<file path="src/rtl/stack_word_exec_pkg.sv">
// Shared opcode encoding, FSM state codes and per-opcode micro-sequence
// tables for the stack word executor.
package stack_word_exec_pkg;

    localparam int OP_W = 4;

    typedef enum logic [OP_W-1:0] {
        OP_PUSH = 4'd0,
        OP_DROP = 4'd1,
        OP_DUP  = 4'd2,
        OP_SWAP = 4'd3,
        OP_OVER = 4'd4,
        OP_ROT  = 4'd5,
        OP_PICK = 4'd6,
        OP_TOP  = 4'd7
    } stack_op_t;

    typedef logic [2:0] state_t;

    localparam logic [2:0] S_IDLE     = 3'd0;
    localparam logic [2:0] S_RD_ISSUE = 3'd1;
    localparam logic [2:0] S_RD_CAP   = 3'd2;
    localparam logic [2:0] S_WR       = 3'd3;
    localparam logic [2:0] S_DONE     = 3'd4;

    function automatic logic [1:0] op_reads(input logic [OP_W-1:0] op);
        logic [1:0] n;
        n = 2'd0;
        case (op)
            OP_DUP, OP_OVER, OP_PICK, OP_TOP: n = 2'd1;
            OP_SWAP:                          n = 2'd2;
            OP_ROT:                           n = 2'd3;
            default:                          n = 2'd0;
        endcase
        return n;
    endfunction

    function automatic logic [1:0] op_writes(input logic [OP_W-1:0] op);
        logic [1:0] n;
        n = 2'd0;
        case (op)
            OP_PUSH, OP_DROP, OP_DUP, OP_OVER, OP_PICK: n = 2'd1;
            OP_SWAP:                                    n = 2'd2;
            OP_ROT:                                     n = 2'd3;
            default:                                    n = 2'd0;
        endcase
        return n;
    endfunction

    function automatic logic op_has_result(input logic [OP_W-1:0] op);
        logic r;
        r = 1'b0;
        case (op)
            OP_DUP, OP_OVER, OP_PICK, OP_TOP: r = 1'b1;
            default:                          r = 1'b0;
        endcase
        return r;
    endfunction

endpackage

</file>
<file path="src/rtl/stack_word_exec_if.sv">
// Command/result port between an instruction decoder (master) and the
// stack word executor (slave).
interface stack_word_exec_if #(
    parameter int WIDTH = 8
) ();
    import stack_word_exec_pkg::*;

    logic              cmd_valid;
    logic              cmd_ready;
    logic [OP_W-1:0]   cmd_op;
    logic [WIDTH-1:0]  cmd_data;
    logic              res_valid;
    logic [WIDTH-1:0]  res_data;
    logic              res_err;

    modport master (
        output cmd_valid, cmd_op, cmd_data,
        input  cmd_ready, res_valid, res_data, res_err
    );

    modport slave (
        input  cmd_valid, cmd_op, cmd_data,
        output cmd_ready, res_valid, res_data, res_err
    );

endinterface

</file>
<file path="src/rtl/stack_word_exec.sv">
// Executes Forth-style stack words as peek/push/pop/poke micro-sequences
// against an attached stack; one command in flight, errors leave the stack untouched.
//
// state      | meaning
// S_IDLE     | ready for a command; depth/full checked on accept
// S_RD_ISSUE | peek strobe for operand k
// S_RD_CAP   | capture stack read data into operand k
// S_WR       | one push/pop/poke per cycle, write k
// S_DONE     | one-cycle result pulse
module stack_word_exec
    import stack_word_exec_pkg::*;
#(
    parameter int WIDTH = 8,
    parameter int DEPTH = 256,
    parameter int IW    = $clog2(DEPTH) + 1
) (
    input  logic              clk,
    input  logic              rst_n,
    stack_word_exec_if.slave  cmd,
    output logic              st_push_en,
    output logic              st_pop_en,
    output logic              st_peek_en,
    output logic              st_poke_en,
    output logic [WIDTH-1:0]  st_data_in,
    output logic [IW-1:0]     st_index,
    input  logic [WIDTH-1:0]  st_data_out,
    input  logic              st_full,
    input  logic [IW-1:0]     st_depth
);

    localparam logic [IW-1:0] D1 = IW'(1);
    localparam logic [IW-1:0] D2 = IW'(2);
    localparam logic [IW-1:0] D3 = IW'(3);

    state_t           state;
    logic [OP_W-1:0]  op_q;
    logic [WIDTH-1:0] imm_q;
    logic [IW-1:0]    n_q;
    logic [WIDTH-1:0] a_q;
    logic [WIDTH-1:0] b_q;
    logic [WIDTH-1:0] c_q;
    logic [1:0]       k_q;
    logic             err_q;

    logic [1:0]       n_reads;
    logic [1:0]       n_writes;
    logic [IW-1:0]    pick_n;
    logic             cmd_err;
    logic [IW-1:0]    rd_index;

    logic             push_en, pop_en, peek_en, poke_en;
    logic [WIDTH-1:0] data_in;
    logic [IW-1:0]    index;
    logic             res_valid, res_err;
    logic [WIDTH-1:0] res_data;

    assign n_reads  = op_reads(op_q);
    assign n_writes = op_writes(op_q);
    assign pick_n   = IW'(cmd.cmd_data);

    // PICK n >= DEPTH can never satisfy depth > n, so it falls out as underflow.
    always_comb begin
        cmd_err = 1'b0;
        case (cmd.cmd_op)
            OP_PUSH:         cmd_err = st_full;
            OP_DROP, OP_TOP: cmd_err = (st_depth < D1);
            OP_DUP:          cmd_err = (st_depth < D1) || st_full;
            OP_OVER:         cmd_err = (st_depth < D2) || st_full;
            OP_PICK:         cmd_err = !(st_depth > pick_n) || st_full;
            OP_SWAP:         cmd_err = (st_depth < D2);
            OP_ROT:          cmd_err = (st_depth < D3);
            default:         cmd_err = 1'b1;
        endcase
    end

    always_comb begin
        rd_index = IW'(k_q);
        case (op_q)
            OP_OVER: rd_index = D1;
            OP_PICK: rd_index = n_q;
            default: rd_index = IW'(k_q);
        endcase
    end

    always_ff @(posedge clk) begin
        if (!rst_n) begin
            state <= S_IDLE;
            op_q  <= '0;
            imm_q <= '0;
            n_q   <= '0;
            a_q   <= '0;
            b_q   <= '0;
            c_q   <= '0;
            k_q   <= 2'd0;
            err_q <= 1'b0;
        end else begin
            case (state)
                S_IDLE: begin
                    if (cmd.cmd_valid) begin
                        op_q  <= cmd.cmd_op;
                        imm_q <= cmd.cmd_data;
                        n_q   <= pick_n;
                        k_q   <= 2'd0;
                        err_q <= cmd_err;
                        if (cmd_err)
                            state <= S_DONE;
                        else if (op_reads(cmd.cmd_op) != 2'd0)
                            state <= S_RD_ISSUE;
                        else
                            state <= S_WR;
                    end
                end
                S_RD_ISSUE: state <= S_RD_CAP;
                S_RD_CAP: begin
                    case (k_q)
                        2'd0:    a_q <= st_data_out;
                        2'd1:    b_q <= st_data_out;
                        default: c_q <= st_data_out;
                    endcase
                    if (k_q == n_reads - 2'd1) begin
                        k_q   <= 2'd0;
                        state <= (n_writes != 2'd0) ? S_WR : S_DONE;
                    end else begin
                        k_q   <= k_q + 2'd1;
                        state <= S_RD_ISSUE;
                    end
                end
                S_WR: begin
                    if (k_q == n_writes - 2'd1) begin
                        k_q   <= 2'd0;
                        state <= S_DONE;
                    end else begin
                        k_q <= k_q + 2'd1;
                    end
                end
                S_DONE: begin
                    err_q <= 1'b0;
                    state <= S_IDLE;
                end
                default: state <= S_IDLE;
            endcase
        end
    end

    // Poke indices are taken against the unchanged depth, so SWAP/ROT rewrite in place.
    always_comb begin
        push_en   = 1'b0;
        pop_en    = 1'b0;
        peek_en   = 1'b0;
        poke_en   = 1'b0;
        data_in   = '0;
        index     = '0;
        res_valid = 1'b0;
        res_err   = 1'b0;
        res_data  = '0;
        case (state)
            S_RD_ISSUE: begin
                peek_en = 1'b1;
                index   = rd_index;
            end
            S_WR: begin
                case (op_q)
                    OP_PUSH: begin
                        push_en = 1'b1;
                        data_in = imm_q;
                    end
                    OP_DROP: pop_en = 1'b1;
                    OP_DUP, OP_OVER, OP_PICK: begin
                        push_en = 1'b1;
                        data_in = a_q;
                    end
                    OP_SWAP: begin
                        poke_en = 1'b1;
                        index   = IW'(k_q);
                        data_in = (k_q == 2'd0) ? b_q : a_q;
                    end
                    OP_ROT: begin
                        poke_en = 1'b1;
                        index   = IW'(k_q);
                        data_in = (k_q == 2'd0) ? c_q : ((k_q == 2'd1) ? a_q : b_q);
                    end
                    default: ;
                endcase
            end
            S_DONE: begin
                res_valid = 1'b1;
                res_err   = err_q;
                if (!err_q && op_has_result(op_q))
                    res_data = a_q;
            end
            default: ;
        endcase
    end

    assign st_push_en    = push_en;
    assign st_pop_en     = pop_en;
    assign st_peek_en    = peek_en;
    assign st_poke_en    = poke_en;
    assign st_data_in    = data_in;
    assign st_index      = index;

    assign cmd.cmd_ready = (state == S_IDLE);
    assign cmd.res_valid = res_valid;
    assign cmd.res_err   = res_err;
    assign cmd.res_data  = res_data;

endmodule
</file>
<file path="src/flat_wrapper.sv">
// flat-port wrapper written by rule: the top's interface ports become plain ports
module stack_word_exec_flat import stack_word_exec_pkg::*;
#(
    parameter int WIDTH = 8,
    parameter int DEPTH = 256,
    parameter int IW    = $clog2(DEPTH) + 1
)
  (clk, rst_n, st_push_en, st_pop_en, st_peek_en, st_poke_en, st_data_in, st_index, st_data_out, st_full, st_depth, cmd_cmd_valid, cmd_cmd_op, cmd_cmd_data, cmd_cmd_ready, cmd_res_valid, cmd_res_data, cmd_res_err);
  stack_word_exec_if #(.WIDTH(WIDTH)) cmd_i ();
  input  logic clk;
  input  logic rst_n;
  output logic st_push_en;
  output logic st_pop_en;
  output logic st_peek_en;
  output logic st_poke_en;
  output logic [WIDTH-1:0] st_data_in;
  output logic [IW-1:0] st_index;
  input  logic [WIDTH-1:0] st_data_out;
  input  logic st_full;
  input  logic [IW-1:0] st_depth;
  input wire logic [$bits(cmd_i.cmd_valid)-1:0] cmd_cmd_valid;
  input wire logic [$bits(cmd_i.cmd_op)-1:0] cmd_cmd_op;
  input wire logic [$bits(cmd_i.cmd_data)-1:0] cmd_cmd_data;
  output wire logic [$bits(cmd_i.cmd_ready)-1:0] cmd_cmd_ready;
  output wire logic [$bits(cmd_i.res_valid)-1:0] cmd_res_valid;
  output wire logic [$bits(cmd_i.res_data)-1:0] cmd_res_data;
  output wire logic [$bits(cmd_i.res_err)-1:0] cmd_res_err;
  assign cmd_i.cmd_valid = cmd_cmd_valid;
  assign cmd_i.cmd_op = cmd_cmd_op;
  assign cmd_i.cmd_data = cmd_cmd_data;
  assign cmd_cmd_ready = cmd_i.cmd_ready;
  assign cmd_res_valid = cmd_i.res_valid;
  assign cmd_res_data = cmd_i.res_data;
  assign cmd_res_err = cmd_i.res_err;
  stack_word_exec #(.WIDTH(WIDTH), .DEPTH(DEPTH), .IW(IW)) u_core (.clk(clk), .rst_n(rst_n), .cmd(cmd_i), .st_push_en(st_push_en), .st_pop_en(st_pop_en), .st_peek_en(st_peek_en), .st_poke_en(st_poke_en), .st_data_in(st_data_in), .st_index(st_index), .st_data_out(st_data_out), .st_full(st_full), .st_depth(st_depth));
endmodule
</file>
<file path="config.mk">
export PLATFORM = sky130hd
export DESIGN_NAME = stack_word_exec_flat
export DESIGN_NICKNAME = d
export VERILOG_FILES = /design/src/rtl/stack_word_exec_pkg.sv /design/src/rtl/stack_word_exec_if.sv /design/src/rtl/stack_word_exec.sv /design/src/flat_wrapper.sv
export SDC_FILE = /design/constraint.sdc
export NUM_CORES = 1
export LEC_CHECK = 0
export BUFFER_PORTS_ARGS = -buffer_cell sky130_fd_sc_hd__buf_2
export CORE_ASPECT_RATIO = 1.25
export CORE_MARGIN = 2
export CORE_UTILIZATION = 54
export DETAILED_ROUTE_END_ITERATION = 7
export PLACE_DENSITY = 0.82
export REMOVE_ABC_BUFFERS = 1
export SLEW_MARGIN = 20
export SYNTH_ARGS = -nofsm -noshare
export SYNTH_HDL_FRONTEND = slang
export SYNTH_SLANG_ARGS = --single-unit
</file>
<file path="constraint.sdc">
create_clock -name clk -period 2.45 [get_ports clk]
set_input_delay 0.245 -clock clk [delete_from_list [all_inputs] [get_ports clk]]
set_output_delay 0.245 -clock clk [all_outputs]
set_load 0.1 [all_outputs]
</file>
# == Word-level counts from Yosys, hierarchy flattened ==
# Index checks and enable logic that the tools add are counted.
# word_totals
wordCells,110
in_bits,33
register_bits,42
output_inout_bits,32
# op_classes
bitwise_logic,1
n_mux,42
add_sub_neg,3
eq_ne,23
n_reduce_logical,29
n_lt_le_gt_ge,4
# op_table
cell,count
two-way mux 8 bit,6
"== test 4 x 3 -> 1 bit, second input constant",8
case mux 8 bit (4 select lines),1
case mux 2 bit (3 select lines),4
"< comparator 9 x 2 -> 1 bit, second input constant",2
two-way mux 2 bit,9
case mux 9 bit (2 select lines),1
"== test 4 x 2 -> 1 bit, second input constant",4
case mux 8 bit (2 select lines),1
two-way mux 3 bit,5
AND reduction 2 bit,7
two-way mux 1 bit,12
case mux 3 bit (4 select lines),1
OR reduction 4 bit,3
greater-than comparator 9 x 8 -> 1 bit,1
"< comparator 9 x 1 -> 1 bit, second input constant",1
"== test 4 x 1 -> 1 bit, second input constant",2
logical NOT 4 bit,2
case mux 1 bit (7 select lines),1
"== test 3 x 2 -> 1 bit, second input constant",2
nonzero test 2 bit,3
OR reduction 2 bit,3
OR reduction 5 bit,1
== test 2 bit,2
other kinds (16),20

# == Depth between registers and ports, before layout ==
# Gate-level depths: netlist of the first run.
# depth
depth_word,13
mapped_depth,9

# == Worst setup path after synthesis of the first run ==
# No wires, ideal clock.
# synth_path
path_type,register -> output
start,register u_core.state[0]
end,output st_index[0]
slack_ns,-1.994
arrival_time_ns,4.199
stages_incl_launch_ff,5
path_cell_list,dfxtp_1 buf_4 nor3b_2 nand3_1 o21ai_0
# synth_via
elab_chain_len,2
elab_cells_between_ends,3
cone_classes,eq/ne: 2; mux: 1
# synth_rtl
element,line,rtl
from (decl),stack_word_exec.sv:35,state_t state;
from (signal assigned),stack_word_exec.sv:122,state <= (n_writes != 2'd0) ? S_WR : S_DONE;
== test 3 x 2 -> 1 bit / == test 3 x 1 -> 1 bit (equally long branches),stack_word_exec.sv:156,case (state)
case mux 9 bit (2 select lines) *,stack_word_exec.sv:156,
to (decl),flat_wrapper.sv:17,output logic [IW-1:0] st_index;
# Mark *: on every way between the ends. The rest lies on a longest branch, timed or not.

# == Final worst setup path of the first run ==
# layout_path
start,register u_core.op_q[2]
end,output st_data_in[6]
# layout_via
elab_chain_len,4
elab_cells_between_ends,9
cone_classes,eq/ne: 5; mux: 2; reduce/logical: 2
# layout_rtl
element,line,rtl
from (decl),stack_word_exec.sv:36,logic [OP_W-1:0] op_q;
from (signal assigned),stack_word_exec.sv:100,op_q <= cmd.cmd_op;
== test 4 x 2 -> 1 bit / == test 4 x 3 -> 1 bit (equally long branches),stack_word_exec.sv:162,case (op_q)
OR reduction 3 bit,stack_word_exec.sv:162,
case mux 8 bit (4 select lines) *,stack_word_exec.sv:162,
two-way mux 8 bit *,stack_word_exec.sv:156,
to (decl),flat_wrapper.sv:16,output logic [WIDTH-1:0] st_data_in;
# Marks and branches as above.

==> results of run 1 <==
[layout by cell type (no fill, tap or decap), drive strengths merged, types with 4 or more instances in the layout]
cell / count
o21ai: 16
nand2: 97
a21boi: 28
nor3: 5
and2: 18
clkbuf: 7
inv: 16
dfxtp: 42
a31oi: 10
a22oi: 8
buf: 71
mux2i: 16
nor2: 16
nand3: 4
ha: 11
a21oi: 7
nor2b: 13
[final cells by class]
class | instances | area, µm² | area share
clock buffers | 6 | 82.6 | 0.0230
multi-input cells | 291 | 1830 | 0.510
inverters | 16 | 60.1 | 0.0167
flip-flops and latches | 42 | 848 | 0.236
repair buffers | 73 | 661 | 0.184
clock inverters | 1 | 30.0 | 0.00837
well taps | 62 | 77.6 | 0.0216
[worst max-delay path: stages, from the launching register on]
cell and delay (ns):
dfxtp_1 0.59, xor2_1 0.19, nand3b_1 0.16, inv_1 0.10, o21ai_1 0.07, buf_4 0.18, a31oi_1 0.15, bufbuf_16 0.33
[routing by layer]
metal	vias to the layer above	routed length, µm	global-route usage
met4	0	184	0.134
met5	-	0	0
met1	1311	2840	0.297
met2	120	3770	0.445
met3	18	447	0.0650
li1	1384	-	-
[power breakdown]
| part | internal (µW) | switching [µW] | total (µW) |
|---|---|---|---|
| sequential | 709 | 41.5 | 750 |
| clock | 326 | 231 | 557 |
| combinational | 131 | 234 | 365 |
| total | 1170 | 507 | 1670 |
[cell families (layout without fill, tap and decap cells)]
family	after synthesis	in the layout	synth area share
buffers and inverters	37	96	0.0659
AOI/OAI and AO/OA	87	87	0.218
xor gates and xnor gates	3	3	0.00929
other	1	1	0.00132
DFF	42	42	0.297
muxes	16	16	0.0566
and+or+nand+nor	173	173	0.303
adders and majority gates	11	11	0.0486
[path summary, 6_finish.rpt]
path,slack [ns],to
worst max-delay path,0.12,st_data_in[6]
worst min-delay path,0.20,u_core.imm_q[3]
worst max register to register,0.28,u_core.state[0]
worst min register to register,0.47,u_core.imm_q[4]
[through the flow]
| stage | util | instances | setup WS, ns | setup TNS, ns |
|---|---|---|---|---|
| 6_report | 0.707 | 491 | 0.118 | 0 |
| 5_1_grt | 0.707 | 491 | 0.000165 | 0 |
| 4_1_cts | 0.698 | 490 | 0.00581 | 0 |
| 3_5_place_dp | 0.673 | 483 | 0.242 | 0 |
| 3_3_place_gp | 0.673 | 483 | 0.351 | 0 |
| 2_1_floorplan | - | 349 | -2.10 | -15.76 |
[state kept, by name, summed over array words and instances, names as in the netlist]
signal        flops
u_core.a_q        8
u_core.c_q        8
u_core.state      3
u_core.k_q        2
u_core.op_q       4
u_core.imm_q      8
u_core.b_q        8
u_core.err_q      1
[repair_timing]
item / 4_1_cts / 5_1_grt
gates resized for setup: 3 / 8
setup buffers: 0 / 1
setup endpoints to repair: 8 / 9
pin swaps: 0 / 5
==> impl_metrics.yaml, run 1 <==
setup_path:
  reg2regPathDepth: 7
  endpoint_kind: "output port"
  start_kind: "flop"
  cp-startpoint: "u_core.op_q[2]"
  cp_max_fo: 12
  crit_type: "reg2out"
  rr_startpoint: "u_core.op_q[2]"
  crit_required_ns: 2.20
  critPathArrivalTime_ns: 2.09
placement:
  placed_cell_area_um2: 3420
  globalplace.congestion: 0.893
  port_buffers: 63
  dp_hpwl_um: 5450
routing:
  drtPass1Iterations: 4
  final_antenna_net_count: 0
  routedWlPerCell_um: 14.7
  drc: 0
  num_vias: 2833
  wl_um: 7240
  dr.first_iter.drc_count: 181
  vias_per_cell: 5.77
finish:
  area_growth_syn_to_layout_pct: 26.8
  drive_above_1_share: 0.238
  n_antenna_cell: 0
  fin_nets: 473
  postLayoutCellArea_um2: 3590
  fillers: 390
timing:
  clock_skew_ns: 0.00346
  hold_ws_ns: 0.198
  slew_viol_final: 0
  max_clock_freq_ghz: 0.429
  finalSetupViolations: 0
  worst_pin_slew_ns: 0.646
  rsz0062_at_grt: "no"
  slew_headroom: 0.569
  finalHoldViolations: 0
  finalCriticalPeriod_ns: 2.33
  fin_crit_sh: 0.952
run_status:
  status: "complete, no violations"
power_and_ir_drop:
  p_leak_uw: 0.00148
  p_total_uw: 1670
  vdd_drop_max_uv: 309
  p_per_area_nw_per_um2: 466
synthesis:
  syn_avg_cell_area_um2: 7.65
  synth_edf_count: 0
  yosys.area.top_type: "dfxtp_1"
  synthCells: 370
  async_flop_share: 0
  syn_area_um2: 2830
  yosysMostFrequentCell: "nand2_1"
  yosysSeqAreaShare: 0.297
  synth.area.top_cells: "dfxtp_1, nand2_1, a21boi_1"
  ys_ff_latch: 42
  synth.distinct_cells: 56
  synth_top_area_share: 0.297
  synth_ff_type: "dfxtp_1"
  synth_commonest_cells: "nand2_1, dfxtp_1, a21boi_1, and2_1"
  synth_warnings: 0
clock_network:
  clock_latency_ns: 0.30
  clkSlewWorstSetupHoldPaths_ns: 0.07
  cts_num_sinks: 42
  cts_tree: "done"
  ctsRootBufferMaster: "clkbuf_8"
  cts-htree-levels: 2
  cts_made_buffers: 5
  ctsHoldBuffers: 0
  clock_path_buffers: 2
global_route:
  grt_max_degree: 45
  grt_first_pass_wirelength_um: 11800
  grtUsageTotal: 0.263
  grt_antenna_before_repair: 0
  first_global_vias: 2776
  grt_overflow: 0
hold_path:
  hold_path_depth: 3
  hold_path.startpoint: "cmd_cmd_data[3]"
  hold_path_class: "in2reg"
floorplanning:
  num_io_pins: 65
  chipHeight_um: 84.9
  start_util: 0.557
  rows: 29
  core_region_area_um2: 5080
  dieArea_um2: 5840
  die_w_um: 68.8
flow_run:
  drv_cap: 0
(Power assumes the default switching activity.)
==> run 2, diff against run 1 <==
--- a/config.mk
+++ b/config.mk
@@ -12,6 +12,7 @@
 export DETAILED_ROUTE_END_ITERATION = 7
 export PLACE_DENSITY = 0.82
 export REMOVE_ABC_BUFFERS = 1
+export SETUP_SLACK_MARGIN = 0.15
 export SLEW_MARGIN = 20
 export SYNTH_ARGS = -nofsm -noshare
 export SYNTH_HDL_FRONTEND = slang
==> run 2 against run 1 <==
Routed wire length increased by 3.5%. Hold slack better by 0.0016 ns. Via count is 1.1% higher. Critical endpoint is now st_data_in[1].
==> impl_metrics.yaml, run 2 (same netlist as run 1, synthesis figures left out) <==
finish:
  final_core_util: 0.729
  area_growth_syn_to_layout_pct: 30.9
  multi_input_area_um2: 1880
  drive_above_1_share: 0.272
  layout_common_cells: "nand2_1, buf_2, dfxtp_1"
  fillers: 368
  final_cells: 496
  fin_nets: 478
  layout_commonest_cell: "nand2_1"
  n_antenna_cell: 0
  postLayoutCellArea_um2: 3700
  seq_area_um2: 853
hold_path:
  hold_path_class: "in2reg"
routing:
  routedWlPerCell_um: 15.1
  drtPass1Iterations: 5
  num_vias: 2863
  wl_um: 7490
  dr.first_iter.drc_count: 182
  final_antenna_net_count: 0
  vias_per_cell: 5.77
  drc: 0
floorplanning:
  chipHeight_um: 84.9
  rows: 29
  die_w_um: 68.8
  num_io_pins: 65
  dieArea_um2: 5840
  start_util: 0.557
  core_region_area_um2: 5080
setup_path:
  critPathArrivalTime_ns: 2.05
  endpoint_kind: "output port"
  start_kind: "flop"
  crit_required_ns: 2.20
  cp_max_fo: 11
  crit_type: "reg2out"
timing:
  finalCriticalPeriod_ns: 2.29
  finalHoldViolations: 0
  tns_ns: 0
  clock_skew_ns: 0.00124
  slew_viol_final: 0
  fin_crit_sh: 0.935
  slew_headroom: 0.581
  worst_pin_slew_ns: 0.628
  max_clock_freq_ghz: 0.437
  rsz0062_at_grt: "yes"
  finalSetupViolations: 0
global_route:
  grtUsageTotal: 0.269
  grt_first_pass_wirelength_um: 12000
  grt_overflow: 0
  first_global_vias: 2822
  use_met3: 0.0663
  grtUsageMet1: 0.297
  grt_max_degree: 45
  grt_antenna_before_repair: 0
  busiest_layer: "met2"
  grtUsageMet2: 0.465
clock_network:
  clock_path_buffers: 2
  ctsHoldBuffers: 0
  clkSlewWorstSetupHoldPaths_ns: 0.08
  cts_num_sinks: 42
  cts_tree: "done"
  cts_made_buffers: 5
  ctsRootBufferMaster: "clkbuf_8"
  cts-htree-levels: 2
  clock_latency_ns: 0.29
flow_run:
  drv_cap: 0
run_status:
  status: "complete, no violations"
power_and_ir_drop:
  power.switching_uw: 513
  p_leak_uw: 0.00150
  power_frac_comb: 0.225
  vdd_drop_max_uv: 310
  p_per_area_nw_per_um2: 456
  sequentialPowerShare: 0.446
  p_clk_frac: 0.329
  switching_share: 0.304
  internal_power_uw: 1180
placement:
  placed_cells: 483
  dp_hpwl_um: 5450
  port_buffers: 63
  globalplace.congestion: 0.893
  placed_cell_area_um2: 3420
-- run 2: cell types whose count changed in the layout (fill, tap and decap cells not counted), moves of 4 or more --
cell	change
o21ai_0	-4
clkbuf_4	+5
o21ai_1	+4
buf_2	-6
buf_4	+5
dfxtp_1	-4
dfxtp_2	+4
-- run 2: timing repair --
action | in CTS | in global routing
buffers inserted | 0 | 6
pin swaps | 8 | 6
endpoints found under the setup margin | 9 | 23
resized for setup | 10 | 27
-- run 2: metal layers --
layer / vias to the layer above / wire length [µm]
li1: 1400 / -
met1: 1312 / 2990
met2: 120 / 3820
met3: 31 / 398
met4: 0 / 282
met5: - / 0
-- run 2: stage by stage --
step / setup slack [ns] / power [µW] / hold WS (ns)
3_5_place_dp: 0.242 / 1120 / 0.461
2_1_floorplan: -2.10 / 998 / 0.373
3_3_place_gp: 0.351 / 1110 / 0.455
4_1_cts: 0.155 / 1670 / 0.201
5_1_grt: 0.0610 / 1760 / 0.205
6_report: 0.160 / 1690 / 0.200
-- run 2: power groups by stage --
| stage | logic [µW] | clock network, µW | registers (µW) |
|---|---|---|---|
| 6_report | 381 | 556 | 753 |
| 2_1_floorplan | 240 | 0 | 759 |
| 3_5_place_dp | 358 | 0 | 766 |
| 5_1_grt | 415 | 591 | 758 |
| 3_3_place_gp | 348 | 0 | 764 |
| 4_1_cts | 362 | 557 | 751 |
-- run 2: critical path, cell delays in order (launching register included) --
cell and delay, ns:
dfxtp_4 0.38, buf_4 0.14, ha_1 0.18, buf_4 0.19, mux2i_1 0.13, o21ai_0 0.17, nand2_1 0.07, a31oi_1 0.26
buf_12 0.21
-- run 2: cell type report --
cell class	instances	area share
clock buffer	6	0.0223
clock inverter	1	0.00811
inverter	16	0.0169
multi-input combinational	291	0.508
sequential	42	0.230
tap	62	0.0209
timing repair buffer	78	0.194
-- run 2: path summary, 6_finish.rpt --
check                  startpoint         endpoint  slack [ns]  cells past startpoint
hold reg to reg   u_core.imm_q[4]  u_core.imm_q[4]        0.47                      2
setup / recovery    u_core.k_q[0]    st_data_in[1]        0.16                      8
hold / removal    cmd_cmd_data[3]  u_core.imm_q[3]        0.20                      3
setup reg to reg   u_core.op_q[2]  u_core.state[0]        0.44                      7
